`config.mk`:
```
export PLATFORM = sky130hd
export DESIGN_NAME = iram_port_arbiter
export DESIGN_NICKNAME = d
export VERILOG_FILES = /design/src/rtl/iram_port_arbiter.sv
export SDC_FILE = /design/constraint.sdc
export NUM_CORES = 1
export LEC_CHECK = 0
export CORE_UTILIZATION = 38
export DETAILED_ROUTE_END_ITERATION = 6
export HOLD_SLACK_MARGIN = 0.15
export PLACE_DENSITY_LB_ADDON = 0.15
export RECOVER_POWER = 25
export SYNTH_ARGS = -nofsm -noshare
export SYNTH_HDL_FRONTEND = slang
export SYNTH_SLANG_ARGS = --single-unit
export TNS_END_PERCENT = 100
```
`constraint.sdc`:
```
create_clock -name clk -period 1.9 [get_ports clk]
set_clock_uncertainty 0.05 [all_clocks]
set_input_delay 0.19 -clock clk [delete_from_list [all_inputs] [get_ports clk]]
set_output_delay 0.19 -clock clk [all_outputs]
set_load 0.005 [all_outputs]
```
`src/rtl/iram_port_arbiter.sv`:
```
// Arbitrates a single-port iRAM between CPU fetches (READ_LATENCY+2 cycles to fetch_valid) and loader writes (data_ack 2 cycles after grant).
// No pre-emption: requests that arrive mid-transaction are held off until IDLE; a starved loader eventually wins over fetches.
module iram_port_arbiter #(
    parameter int READ_LATENCY = 1,
    parameter int STARVE_LIMIT = 4
) (
    input  logic        clk,
    input  logic        rst,
    input  logic        cpu_paused,
    input  logic        fetch_req,
    input  logic [7:0]  fetch_addr,
    output logic        fetch_valid,
    output logic [23:0] fetch_data,
    input  logic        loader_we,
    input  logic [7:0]  loader_addr,
    input  logic [23:0] loader_data,
    output logic        data_ack,
    output logic        ram_en,
    output logic        ram_we,
    output logic [7:0]  ram_addr,
    output logic [23:0] ram_wdata,
    input  logic [23:0] ram_rdata,
    output logic [7:0]  write_count
);

    typedef enum logic [2:0] {
        IDLE,
        READ,
        READ_WAIT,
        WRITE,
        ACK,
        COOL
    } state_t;

    localparam logic [3:0] STARVE_MAX = 4'(STARVE_LIMIT);
    localparam logic [1:0] WAIT_LAST  = 2'(READ_LATENCY - 1);

    state_t      state_q, state_d;
    logic [3:0]  starve_q, starve_d;
    logic [1:0]  wait_q, wait_d;
    logic [7:0]  addr_q, addr_d;
    logic [7:0]  wcount_q, wcount_d;
    logic [23:0] fdata_q, fdata_d;
    logic        fvalid_q, fvalid_d;

    always_ff @(posedge clk or negedge rst) begin
        if (!rst) begin
            state_q  <= IDLE;
            starve_q <= 4'd0;
            wait_q   <= 2'd0;
            addr_q   <= 8'd0;
            wcount_q <= 8'd0;
            fdata_q  <= 24'd0;
            fvalid_q <= 1'b0;
        end else begin
            state_q  <= state_d;
            starve_q <= starve_d;
            wait_q   <= wait_d;
            addr_q   <= addr_d;
            wcount_q <= wcount_d;
            fdata_q  <= fdata_d;
            fvalid_q <= fvalid_d;
        end
    end

    always_comb begin
        state_d   = state_q;
        starve_d  = starve_q;
        wait_d    = wait_q;
        addr_d    = addr_q;
        wcount_d  = wcount_q;
        fdata_d   = fdata_q;
        fvalid_d  = 1'b0;
        ram_en    = 1'b0;
        ram_we    = 1'b0;
        ram_addr  = 8'd0;
        ram_wdata = 24'd0;
        data_ack  = 1'b0;

        case (state_q)
            IDLE: begin
                // While the loader holds the CPU, fetches are not even considered.
                if (cpu_paused) begin
                    if (loader_we) begin
                        state_d  = WRITE;
                        starve_d = 4'd0;
                    end
                end else if (fetch_req && loader_we && (starve_q == STARVE_MAX)) begin
                    state_d  = WRITE;
                    starve_d = 4'd0;
                end else if (fetch_req) begin
                    state_d = READ;
                    addr_d  = fetch_addr;
                    if (loader_we && (starve_q < STARVE_MAX)) begin
                        starve_d = starve_q + 4'd1;
                    end
                end else if (loader_we) begin
                    state_d  = WRITE;
                    starve_d = 4'd0;
                end
            end
            READ: begin
                ram_en   = 1'b1;
                ram_addr = addr_q;
                wait_d   = 2'd0;
                state_d  = READ_WAIT;
            end
            READ_WAIT: begin
                if (wait_q == WAIT_LAST) begin
                    fdata_d  = ram_rdata;
                    fvalid_d = 1'b1;
                    state_d  = IDLE;
                end else begin
                    wait_d = wait_q + 2'd1;
                end
            end
            WRITE: begin
                ram_en    = 1'b1;
                ram_we    = 1'b1;
                ram_addr  = loader_addr;
                ram_wdata = loader_data;
                wcount_d  = wcount_q + 8'd1;
                state_d   = ACK;
            end
            ACK: begin
                data_ack = 1'b1;
                state_d  = COOL;
            end
            COOL: begin
                // Gives the loader a cycle to drop loader_we after data_ack.
                state_d = IDLE;
            end
            default: begin
                state_d = IDLE;
            end
        endcase
    end

    assign fetch_valid = fvalid_q;
    assign fetch_data  = fdata_q;
    assign write_count = wcount_q;

endmodule

```
==> results.json <==
{
  "final_common_cell": "clkdlybuf4s50_1",
  "fillers": 453,
  "dr.pass1.iters": 4,
  "synth.distinct_cells": 37,
  "switching_share": 0.2936,
  "ys_seq_elements": 50,
  "cts-buffers-inserted": 5,
  "cts.path.max_buffers": 2,
  "core_area_um2": 5991,
  "drv_slew": 0,
  "maxSlewHeadroom": 0.2099,
  "final_cell_mix": "106 x clkdlybuf4s50_1, 50 x dfrtp_1, 33 x mux2_2",
  "ys_warn_count": 0,
  "io_buffers": 136,
  "cellPowerDensity_nw_per_um2": 1336,
  "num_vias": 1971,
  "htreeDepth": 2,
  "timing_hold_violations_final": 0,
  "path_cells": "and3b_2 -> clkbuf_16 -> and2_1 -> dlygate4sd2_1",
  "power.share.combinational": 0.508,
  "leakage_uw": 0.001892,
  "drive_gt1_frac": 0.1667,
  "grt_overflow_total": 0,
  "p_sw_uw": 1600,
  "fin_nets": 414,
  "endpoint_kind": "output pin",
  "async_flop_share": 1.000,
  "status": "completed",
  "die_x_um": 81.30,
  "ys_seq_area_frac": 0.5236,
  "clk_pin_slew_ns": 0.09,
  "area_growth_pct": 70.63,
  "intPower_uw": 3848,
  "period_minus_slack_ns": 1.845,
  "syn_inst": 197,
  "cp_top_family": "buffers and inverters",
  "grt_max_degree": 33,
  "wl_mm": 5.912,
  "die_area_um2": 6610,
  "gp_congestion": 0.7467,
  "drc": 0,
  "cp_max_fo": 16,
  "critPathArrivalTime_ns": 1.61,
  "cts.sinks": 50,
  "synth_area_per_cell_um2": 12.13,
  "hold_class": "reg2reg",
  "fmax_ghz": 0.5420,
  "irDropWorstVdd_mv": 0.8436,
  "max-cap-violations": 0,
  "finalPower_uw": 5448,
  "fin_tns_setup_ns": 0,
  "ant_nets": 0,
  "dp_hpwl_mm": 4.496,
  "grt_pass1_wl_mm": 9.045,
  "cts-root-buf": "clkbuf_8",
  "cp_data_required_time_ns": 1.66,
  "setup_viol": 0,
  "initial_core_util": 0.3989,
  "post_drt_wl_per_cell_um": 14.18,
  "die_y_um": 81.30,
  "synth_nets": 270,
  "grt_pass1_vias": 1977,
  "slowest_delay_ns": 0.42,
  "p_clk_frac": 0.161,
  "cp_slowest_cell": "dfrtp_1",
  "io_pins": 137,
  "path_buf_inv": 2,
  "synth_area_um2": 2390,
  "drt_iter0_drc": 49,
  "antenna_found_initial": 0,
  "diodes": 0,
  "ys_dominant_reg_cell": "dfrtp_1",
  "worst_pin_slew_ns": 1.185,
  "p_seq_frac": 0.331,
  "rows": 28,
  "crit_path_start_kind": "register",
  "crit_type": "reg2out",
  "cts_tree": "done",
  "vias_per_cell": 4.727,
  "grt.total_usage": 0.1803,
  "finalCritPeriodShare": 0.9711,
  "synth_edf_count": 0,
  "clock_latency_ns": 0.30
}
==> synth_stat cells (2+ instances only) <==
library cell,count,area share
dfrtp_1,50,0.52
mux2_2,33,0.16
and2_1,25,0.065
nor2_1,10,0.016
mux2i_1,9,0.038
inv_1,8,0.013
nand2_1,6,0.0094
buf_2,5,0.010
nand2b_1,5,0.013
xnor2_1,5,0.018
ha_1,4,0.021
o21ai_0,3,0.0063
a22o_1,2,0.0073
a31oi_1,2,0.0052
and3b_1,2,0.0073
buf_6,2,0.0094
clkbuf_1,2,0.0031
nand3_1,2,0.0042
nand4_1,2,0.0052
nor3_4,2,0.014
xor2_1,2,0.0073
==> layer usage <==
metal,GRT usage,up-vias,routed length [µm]
li1,-,961,-
met1,0.2036,950,2387
met2,0.3292,55,3122
met3,0.04382,5,348
met4,0.05893,0,53
met5,0,-,0
==> layout make-up <==
| class | count | area [µm²] | share of cell area |
|---|---|---|---|
| timing repair buffer | 147 | 1508 | 0.3697 |
| sequential | 50 | 1251 | 0.3068 |
| multi-input combinational | 129 | 1057 | 0.2593 |
| tap | 75 | 93.84 | 0.02301 |
| clock buffer | 5 | 68.82 | 0.01688 |
| clock inverter | 3 | 68.82 | 0.01688 |
| inverter | 8 | 30.03 | 0.007364 |
==> stage by stage <==
step	cell area [µm²]	util	hold slack, ns	setup slack (ns)	cells
2_1_floorplan	2390	-	-0.1556	0.2532	197
3_3_place_gp	3882	0.6481	0.1243	0.07634	405
3_5_place_dp	3882	0.6481	0.1276	0.03898	405
4_1_cts	4015	0.6702	0.3273	0.002605	415
5_1_grt	4078	0.6807	0.4424	-0.001757	417
6_report	4078	0.6807	0.4373	0.05491	417
==> cell families (layout without fill, tap and decap cells) <==
family	Yosys count	count (layout)	share of synthesized area
and+or+nand+nor	61	61	0.1545
DFF	50	50	0.5236
muxes	42	42	0.1932
AOI/OAI and AO/OA	15	15	0.04451
adders and majority gates	4	4	0.02094
buffers and inverters	18	163	0.03769
xor gates and xnor gates	7	7	0.02565
==> final timing paths <==
kind,start,end,slack (ns),cells past startpoint
max,state_q[0]$_DFFE_PN0P_,ram_wdata[0],0.05,4
min,write_count[7]$_DFFE_PN0N_,write_count[7]$_DFFE_PN0N_,0.44,1
max reg2reg,starve_q[0]$_DFFE_PN0P_,addr_q[2]$_DFFE_PN0P_,0.17,5
min reg2reg,write_count[7]$_DFFE_PN0N_,write_count[7]$_DFFE_PN0N_,0.44,1
max in group asynchronous,rst,fetch_data[16]$_DFFE_PN0P_,0.46,3
min in group asynchronous,rst,write_count[3]$_DFFE_PN0N_,0.59,2
==> power groups by stage <==
stage	Clock, µW	Sequential, µW	Combinational, µW
floorplan	0	1810	1290
global placement	0	1810	2700
detailed placement	0	1840	2760
CTS	907	1810	2740
global route	938	1870	3010
finish	879	1800	2770
==> sequential cells by signal (all words and copies together) (netlist names) <==
name	flops
write_count	8
starve_q	4
fetch_data	24
wait_q	2
fetch_valid	1
state_q	3
addr_q	8
==> timing repair <==
action                                  CTS  global route
gates resized for setup                  28             5
buffers inserted                          1             0
hold buffers                              1             0
gates cloned                              0             2
pin swaps                                 0             0
endpoints found under the hold margin    20             0
endpoints found under the setup margin   35             8
No activity file was read; power rests on OpenSTA's default activity.
